## config.mk

```make
export PLATFORM = sky130hd
export DESIGN_NAME = operand_fetch
export DESIGN_NICKNAME = d
export VERILOG_FILES = /design/src/rtl/operand_fetch.sv
export SDC_FILE = /design/constraint.sdc
export NUM_CORES = 1
export LEC_CHECK = 0
export BUFFER_PORTS_ARGS = -buffer_cell sky130_fd_sc_hd__buf_4
export CAP_MARGIN = 10
export CORE_UTILIZATION = 45
export CTS_BUF_LIST = sky130_fd_sc_hd__clkbuf_8
export CTS_CLUSTER_DIAMETER = 120
export DETAILED_ROUTE_END_ITERATION = 7
export GPL_TIMING_DRIVEN = 0
export PLACE_DENSITY = 0.74
export SYNTH_ARGS = -nofsm -noshare
export SYNTH_HDL_FRONTEND = slang
export SYNTH_SLANG_ARGS = --single-unit
```

## constraint.sdc

```tcl
create_clock -name clk -period 3.4 [get_ports clk]
set_input_delay 0.17 -clock clk [delete_from_list [all_inputs] [get_ports clk]]
set_output_delay 0.17 -clock clk [all_outputs]
set_load 0.005 [all_outputs]
```

## src/rtl/operand_fetch.sv

```systemverilog
// Operand fetch stage: issues register-file reads for one decoded instruction, resolves
// operands after the one-cycle RAM latency with writeback forwarding, hands off via valid/ready.
module operand_fetch #(
  parameter int unsigned XLEN   = 32,
  parameter int unsigned REG_AW = 5
) (
  input  logic              clk,
  input  logic              rst_n,
  input  logic              flush,
  input  logic              in_valid,
  output logic              in_ready,
  input  logic [XLEN-1:0]   in_instr,
  output logic [REG_AW-1:0] ra1,
  output logic [REG_AW-1:0] ra2,
  output logic              new_instr,
  input  logic [XLEN-1:0]   rd1,
  input  logic [XLEN-1:0]   rd2,
  input  logic              wb_we,
  input  logic [REG_AW-1:0] wb_wa,
  input  logic [XLEN-1:0]   wb_wd,
  output logic              out_valid,
  input  logic              out_ready,
  output logic [XLEN-1:0]   out_instr,
  output logic [XLEN-1:0]   out_op1,
  output logic [XLEN-1:0]   out_op2
);

  typedef enum logic [1:0] {StIdle, StRead, StValid} state_e;

  state_e            state_q, state_d;
  logic [XLEN-1:0]   instr_q, instr_d;
  logic [XLEN-1:0]   op1_q, op1_d;
  logic [XLEN-1:0]   op2_q, op2_d;
  logic              fwd1_q, fwd1_d;
  logic              fwd2_q, fwd2_d;
  logic [XLEN-1:0]   fwd1_data_q, fwd1_data_d;
  logic [XLEN-1:0]   fwd2_data_q, fwd2_data_d;

  logic              accept;
  logic [REG_AW-1:0] rs1_in, rs2_in, rs1_held, rs2_held;
  logic              hit1_in, hit2_in, hit1_held, hit2_held;

  assign rs1_in   = in_instr[15 +: REG_AW];
  assign rs2_in   = in_instr[20 +: REG_AW];
  assign rs1_held = instr_q[15 +: REG_AW];
  assign rs2_held = instr_q[20 +: REG_AW];

  // x0 never forwards, even on a write addressed to x0.
  assign hit1_in   = wb_we && (wb_wa == rs1_in)   && (rs1_in   != '0);
  assign hit2_in   = wb_we && (wb_wa == rs2_in)   && (rs2_in   != '0);
  assign hit1_held = wb_we && (wb_wa == rs1_held) && (rs1_held != '0);
  assign hit2_held = wb_we && (wb_wa == rs2_held) && (rs2_held != '0);

  always_ff @(posedge clk or negedge rst_n) begin
    if (!rst_n) begin
      state_q     <= StIdle;
      instr_q     <= '0;
      op1_q       <= '0;
      op2_q       <= '0;
      fwd1_q      <= 1'b0;
      fwd2_q      <= 1'b0;
      fwd1_data_q <= '0;
      fwd2_data_q <= '0;
    end else begin
      state_q     <= state_d;
      instr_q     <= instr_d;
      op1_q       <= op1_d;
      op2_q       <= op2_d;
      fwd1_q      <= fwd1_d;
      fwd2_q      <= fwd2_d;
      fwd1_data_q <= fwd1_data_d;
      fwd2_data_q <= fwd2_data_d;
    end
  end

  always_comb begin
    state_d = state_q;
    if (flush) begin
      state_d = StIdle;
    end else begin
      unique case (state_q)
        StIdle:  if (accept) state_d = StRead;
        StRead:  state_d = StValid;
        StValid: if (out_ready) state_d = accept ? StRead : StIdle;
        default: state_d = StIdle;
      endcase
    end
  end

  always_comb begin
    in_ready  = (state_q == StIdle) || ((state_q == StValid) && out_ready);
    accept    = in_valid && in_ready && !flush;
    new_instr = accept;
    ra1       = in_ready ? rs1_in : rs1_held;
    ra2       = in_ready ? rs2_in : rs2_held;
    out_valid = (state_q == StValid);
    out_instr = instr_q;
    out_op1   = op1_q;
    out_op2   = op2_q;
  end

  // The RAM returns pre-write data on a same-edge collision, so a writeback seen in the
  // accept cycle is latched and one seen in the read cycle is taken directly.
  always_comb begin
    instr_d     = instr_q;
    op1_d       = op1_q;
    op2_d       = op2_q;
    fwd1_d      = fwd1_q;
    fwd2_d      = fwd2_q;
    fwd1_data_d = fwd1_data_q;
    fwd2_data_d = fwd2_data_q;
    if (flush) begin
      fwd1_d = 1'b0;
      fwd2_d = 1'b0;
    end else if (accept) begin
      instr_d     = in_instr;
      fwd1_d      = hit1_in;
      fwd2_d      = hit2_in;
      fwd1_data_d = wb_wd;
      fwd2_data_d = wb_wd;
    end else if (state_q == StRead) begin
      if (rs1_held == '0)  op1_d = '0;
      else if (hit1_held)  op1_d = wb_wd;
      else if (fwd1_q)     op1_d = fwd1_data_q;
      else                 op1_d = rd1;
      if (rs2_held == '0)  op2_d = '0;
      else if (hit2_held)  op2_d = wb_wd;
      else if (fwd2_q)     op2_d = fwd2_data_q;
      else                 op2_d = rd2;
    end else if ((state_q == StValid) && !out_ready) begin
      if (hit1_held) op1_d = wb_wd;
      if (hit2_held) op2_d = wb_wd;
    end
  end

endmodule
```

==> metrics.txt, run 1 <==
status=finished, violations left; failing checks=design-rule violations; Worst Setup End Kind=register; final hold violation count=0; Via Count=6594; drt via density=5.946; Ys Warns=0; reg-to-reg critical path endpoint=out_op2[20]$_DFFE_PN0P_; syn nets=726; FF-to-FF path depth=6; Max Fanout on Critical Path=10; Worst-Margin Slew=1.299 ns; period utilization=82.29%; Antenna Violating Nets Remaining=0; starting density of the core=46.71%; Clk Latency, worst-skew pair=0.45 ns; Num CTS Buffers=17; # rows=44; sequential power share=43.6%; Area growth syn-to-layout=45.39%; Nets=1053; WL final=24.24 mm; die height=125.5 um; Ports=248; DRT iter0 DRCs=551; placed cells=1014; WHS Path Cells=3; root buffer cell=clkbuf_8; Worst-path clk slew=0.07 ns; achievable frequency=0.3574 GHz; fraction of layout cells with a size suffix above 1=43.46%; clock buffer depth=2; cell count after synthesis=587; synthesized area per cell=11.70 um^2; antenna violations before repair=0; Clock Sinks=132; main area contributors after synthesis=dfrtp_1 48%, mux2_2 12%, mux2i_1 9.3%, o221a_2 5.2%, a21oi_1 2.8%; Place WS=0.7285 ns; critical path type=reg -> reg; reg-to-reg critical path startpoint=out_instr[21]$_DFFE_PN0P_; Synth Cell Area=6867 um^2; Max Cap Viol=0; min Tclk post-route=2.798 ns; WL/cell=21.86 um; Hold Path Origin=in_valid; setup_tns=0 ns; cts hold-fix bufs=65; top-area cell type share of the netlist area=48.10%; clock power share=25.1%; asr flop ratio synth=100.0%; Die X=125.5 um; combinational power share=31.3%; vias in the first global route=6914; Max Slew Vio Count=0; overall power=0.005278 W; count of flip-flops with a built-in enable after synthesis=0; Final Skew=0.01054 ns; switch share=28.68%; DRC viols=10; gpl congestion=0.8999; detailed placer's ending HPWL=16.82 mm; largest net degree at the start of global routing=93; cell taking the most area after synthesis=dfrtp_1; Int Pwr=0.003764 W; Pleak=4.317 nW; Worst Hold Class=in -> reg; # setup viols final=0; Post-CTS Resized=0; drt pass-1 iters=8; R2R setup slack=0.60 ns; CP arrival=3.15 ns; element type at the critical path start=register; Req. time, crit path=3.76 ns; Worst slew margin=12.66%; FF+latch count, synth=132; fin util=67.92%; Pwr Density=528.7 nW/um^2; Die Area=15760 um^2; final worst slack=0.6021 ns; H-tree level count=4; gr ovfl total=0; first-pass GRT wire length=37.34 mm; top cells by count, synth=132 x dfrtp_1, 74 x mux2_2, 64 x mux2i_1; fin cells=1109; Port Buffers=242; post-CTS setup buffers=0; core area=14700 um^2; ant diodes=0; CTS tree=built; Hold Crit Endpoint=state_q[0]$_DFFE_PN0P_; sequential-to-total area share from yosys stat=48.10%; RSZ-0062 raised after global routing=no; Yosys cell types=38; cell with the most instances after synthesis=dfrtp_1; Top FF cell, synth=dfrtp_1; P_sw=0.001514 W; maximum VDD drop=0.3275 mV; gr usage total=30.91%
-- through the flow --
stage	instance area [um^2]	hold slack, ns
global placement	8914	0.4031
floorplan	6867	-0.1256
finish	9983	0.05017
detailed placement	8945	0.1157
global route	9983	0.1006
CTS	9983	0.03801
-- flip-flops by register name (all words and copies together) (netlist names) --
signal and count:
fwd1_q 1, fwd2_data_q 32, fwd2_q 1, out_instr 32, out_op1 32, out_op2 32
state_q 2
-- power by group through the flow --
stage / Clock (W) / Sequential [W] / Combinational [W]
6_report: 0.00133 / 0.00230 / 0.00165
5_1_grt: 0.00140 / 0.00235 / 0.00176
4_1_cts: 0.00134 / 0.00230 / 0.00165
3_5_place_dp: 0 / 0.00232 / 0.00158
3_3_place_gp: 0 / 0.00230 / 0.00153
2_1_floorplan: 0 / 0.00228 / 0.000652
-- critical path, cell delays in order (launching register included) --
cell       delay [ns]
dfrtp_1          0.43
xnor2_1          0.16
nand4_1          0.22
o31ai_1          1.12
buf_2            0.41
o22ai_1          0.13
a2bb2oi_1        0.23
-- layout make-up --
cell class              instances  area, um^2
fillers                      1129        4716
multi-input cells             402        3297
plain buffers                  52       262.8
repair buffers                308        2499
clock inverters                 8       85.08
well taps                     184       230.2
clock buffers                  22       302.8
flip-flops and latches        132        3303
inverters                       1       3.754
-- cell usage in the layout (no fill, tap or decap), drive strengths merged, types with 3 or more instances in the layout --
cell         instances
a211o                8
a211oi               8
a21oi               39
a2bb2oi             16
a31oi                8
and3                 8
buf                272
clkbuf              45
dfrtp              132
dlygate4sd3         65
inv                  5
mux2                74
mux2i               64
nand2               16
nand3                5
nor2                27
nor3                14
o21a                 8
o21ai                8
o221a               32
o22ai               16
o32a                16
or3                  3
xnor2               10
xor2                 8
-- per-layer routing --
layer  share of wire (%)  GRT usage, %
met5                   0             0
met4                 4.2         17.07
met3                 7.3         6.675
met2                  48         51.18
met1                  40         37.56
-- kinds of logic (layout without fill, tap and decap cells) --
kind of cell              count (synthesis)  after routing  synth area share [%]
AOI/OAI and AO/OA                       163            163                 18.50
xor gates and xnor gates                 18             18                 2.296
buffers and inverters                    53            391                 3.881
DFF                                     132            132                 48.10
muxes                                   138            138                 21.46
and+or+nand+nor                          83             83                 5.758
-- worst max path at each step --
stage,start,end,slack (ns),cells after the start
2_1_floorplan,out_instr[21]$_DFFE_PN0P_,out_op2[19]$_DFFE_PN0P_,1.34,8
3_3_place_gp,out_instr[24]$_DFFE_PN0P_,out_op2[23]$_DFFE_PN0P_,0.76,6
3_5_place_dp,out_instr[21]$_DFFE_PN0P_,out_op2[20]$_DFFE_PN0P_,0.73,6
4_1_cts,out_instr[21]$_DFFE_PN0P_,out_op2[20]$_DFFE_PN0P_,0.70,6
5_1_grt,state_q[1]$_DFFE_PN0P_,new_instr,0.48,6
6_report,out_instr[21]$_DFFE_PN0P_,out_op2[20]$_DFFE_PN0P_,0.60,6
No activity file was read; power rests on OpenSTA's default activity.
==> run 2: changes to the inputs <==
ABC_AREA = 1   (was default)
clock period = 2.5 ns   (was 3.4 ns; I/O delays follow)
==> run 2 against run 1 <==
  * The run now ends clean
  * Synthesized area is 16% higher
  * Count of clock-buffer cells in the layout is 4 lower
  * Register-to-register slack worse by 0.30 ns
  * Total power is 40% higher
  * Hold slack worse by 0.016 ns
==> metrics.txt, run 2 <==
# setup viols final=0; Hold Slack=0.03418 ns; Worst Setup End Kind=output pin; starting density of the core=45.98%; sequential-to-total area share from yosys stat=41.54%; WL final=29.94 mm; asr flop ratio synth=100.0%; Pleak=5.916 nW; Clk Latency, worst-skew pair=0.46 ns; gr ovfl total=0; cell taking the most area after synthesis=dfrtp_1; Max Cap Viol=0; critical path type=reg -> out; fraction of layout cells with a size suffix above 1=25.48%; Max Fanout on Critical Path=10; Top FF cell, synth=dfrtp_1; reg-to-reg critical path endpoint=out_op1[0]$_DFFE_PN0P_; achievable frequency=0.4352 GHz; maximum VDD drop=0.4598 mV; cell with the most instances after synthesis=nand2_1; Pwr Density=660.3 nW/um^2; drt pass-1 iters=8; core area=17300 um^2; Synth Cell Area=7953 um^2; vias in the first global route=8566; Worst Hold Class=in -> reg; Ports=248; clock buffer depth=2; Num CTS Buffers=17; final hold violation count=0; Die X=134.9 um; antenna violations before repair=1; main area contributors after synthesis=dfrtp_1 42%, nand2_1 20%, nor2_1 10%, mux2_2 5.8%, o21ai_0 5.5%; status=finished, final reports clean; root buffer cell=clkbuf_8; cell count after synthesis=1166; H-tree level count=4; Area growth syn-to-layout=40.91%; Port Buffers=247; Max Slew Vio Count=0; Clock Sinks=132; Hold Crit Endpoint=fwd2_data_q[1]$_DFFE_PN0P_; Yosys cell types=30; detailed placer's ending HPWL=21.51 mm; Worst slew margin=45.63%; min Tclk post-route=2.298 ns; DRC viols=0; period utilization=91.91%; WHS Path Cells=3; Post-DP Area=10120 um^2; # rows=48; most common cell after layout, fill and taps aside=nand2_1; first-pass GRT wire length=45.82 mm; gr usage total=33.18%; synthesized area per cell=6.820 um^2; drt via density=5.256; setup_tns=0 ns; RSZ-0062 raised after global routing=no; FF-to-FF path depth=10; Via Count=9129; syn nets=1305; Ys Warns=0; post-CTS setup buffers=0; Worst-Margin Slew=0.8155 ns; Hold Path Origin=wb_wd[1]; Nets=1637; DRT iter0 DRCs=747; Req. time, crit path=2.38 ns; Worst-path clk slew=0.08 ns; FF+latch count, synth=132; count of flip-flops with a built-in enable after synthesis=0; top cells by count, synth=419 x nand2_1, 215 x nor2_1, 132 x dfrtp_1; R2R setup slack=0.30 ns; element type at the critical path start=register; Final Skew=0.01249 ns; CTS tree=built; gpl congestion=0.9188; design area=11210 um^2; top-area cell type share of the netlist area=41.54%; commonest cells after routing, fill and taps aside=419 x nand2_1, 247 x buf_4, 214 x nor2_1, 132 x dfrtp_1, 87 x o21ai_0; largest net degree at the start of global routing=69; CP arrival=2.17 ns; Die Area=18210 um^2; Antenna Violating Nets Remaining=0; WL/cell=17.23 um; die height=134.9 um; reg-to-reg critical path startpoint=out_instr[16]$_DFFE_PN0P_
[run 2: power by group]
group	internal (W)	switching, W
logic	0.00120	0.00119
clock network	0.00103	0.000948
registers	0.00268	0.000355
total	0.00490	0.00250
[run 2: how the worst max path moves through the flow]
stage                                         start  slack, ns                     endpoint  depth (start not counted)
after floorplan           out_instr[19]$_DFFE_PN0P_       0.93       out_op1[0]$_DFFE_PN0P_                         11
after global placement       state_q[1]$_DFFE_PN0P_       0.31  fwd2_data_q[26]$_DFFE_PN0P_                          8
after detailed placement     state_q[1]$_DFFE_PN0P_       0.27  fwd2_data_q[26]$_DFFE_PN0P_                          8
after CTS                    state_q[1]$_DFFE_PN0P_      0.002                    new_instr                          8
after global routing         state_q[1]$_DFFE_PN0P_       0.01                    new_instr                          8
final                        state_q[1]$_DFFE_PN0P_       0.20                    new_instr                          8
[run 2: timing repair]
item,in CTS,in global routing
hold buffers,65,0
resized for setup,0,2
endpoints found under the setup margin,0,1
hold endpoints to repair,130,0
[run 2: kinds of logic (layout without fill, tap and decap cells)]
| group | count (synthesis) | after routing | share of synthesized area, % |
|---|---|---|---|
| flops | 132 | 132 | 41.54 |
| xor+xnor | 3 | 3 | 0.3305 |
| buf+inv | 132 | 477 | 7.017 |
| mux | 43 | 43 | 6.057 |
| simple gates | 722 | 722 | 36.37 |
| other cells | 0 | 1 | 0 |
| compound gates | 134 | 134 | 8.685 |
[run 2: cell type report]
type | instances | area, um^2
tap | 225 | 281.5
inverter | 67 | 251.5
buffer | 65 | 306.5
multi-input combinational | 902 | 4099
sequential | 132 | 3303
antenna | 1 | 2.502
timing repair buffer | 313 | 2536
fill | 1628 | 6091
clock buffer | 18 | 247.7
clock inverter | 14 | 177.7
[run 2: critical path, cell delays in order (launching register included)]
cell and delay (ns):
dfrtp_1 0.43, inv_2 0.09, nor2_1 0.06, nor2_4 0.17
nand2_1 0.14, nor2_2 0.19, buf_2 0.24, buf_2 0.24
buf_4 0.15
[run 2: per-layer routing]
layer  share of wire (%)  track usage [%]  vias up
li1                    -                -     4324
met4                 4.0            15.73        0
met5                   0                0        -
met2                  45            50.72      529
met3                 8.7            5.781      106
met1                  42            45.66     4170
[run 2: through the flow]
stage          setup WS (ns)  utilization, %  instances  power (W)
3_5_place_dp          0.2687           58.51       1639   0.005337
3_3_place_gp          0.3129           58.33       1638   0.005279
2_1_floorplan         0.9300               -       1166   0.003985
6_report              0.2021           64.79       1737   0.007399
5_1_grt              0.01357           64.79       1737   0.007809
4_1_cts             0.001746           64.73       1736   0.007380
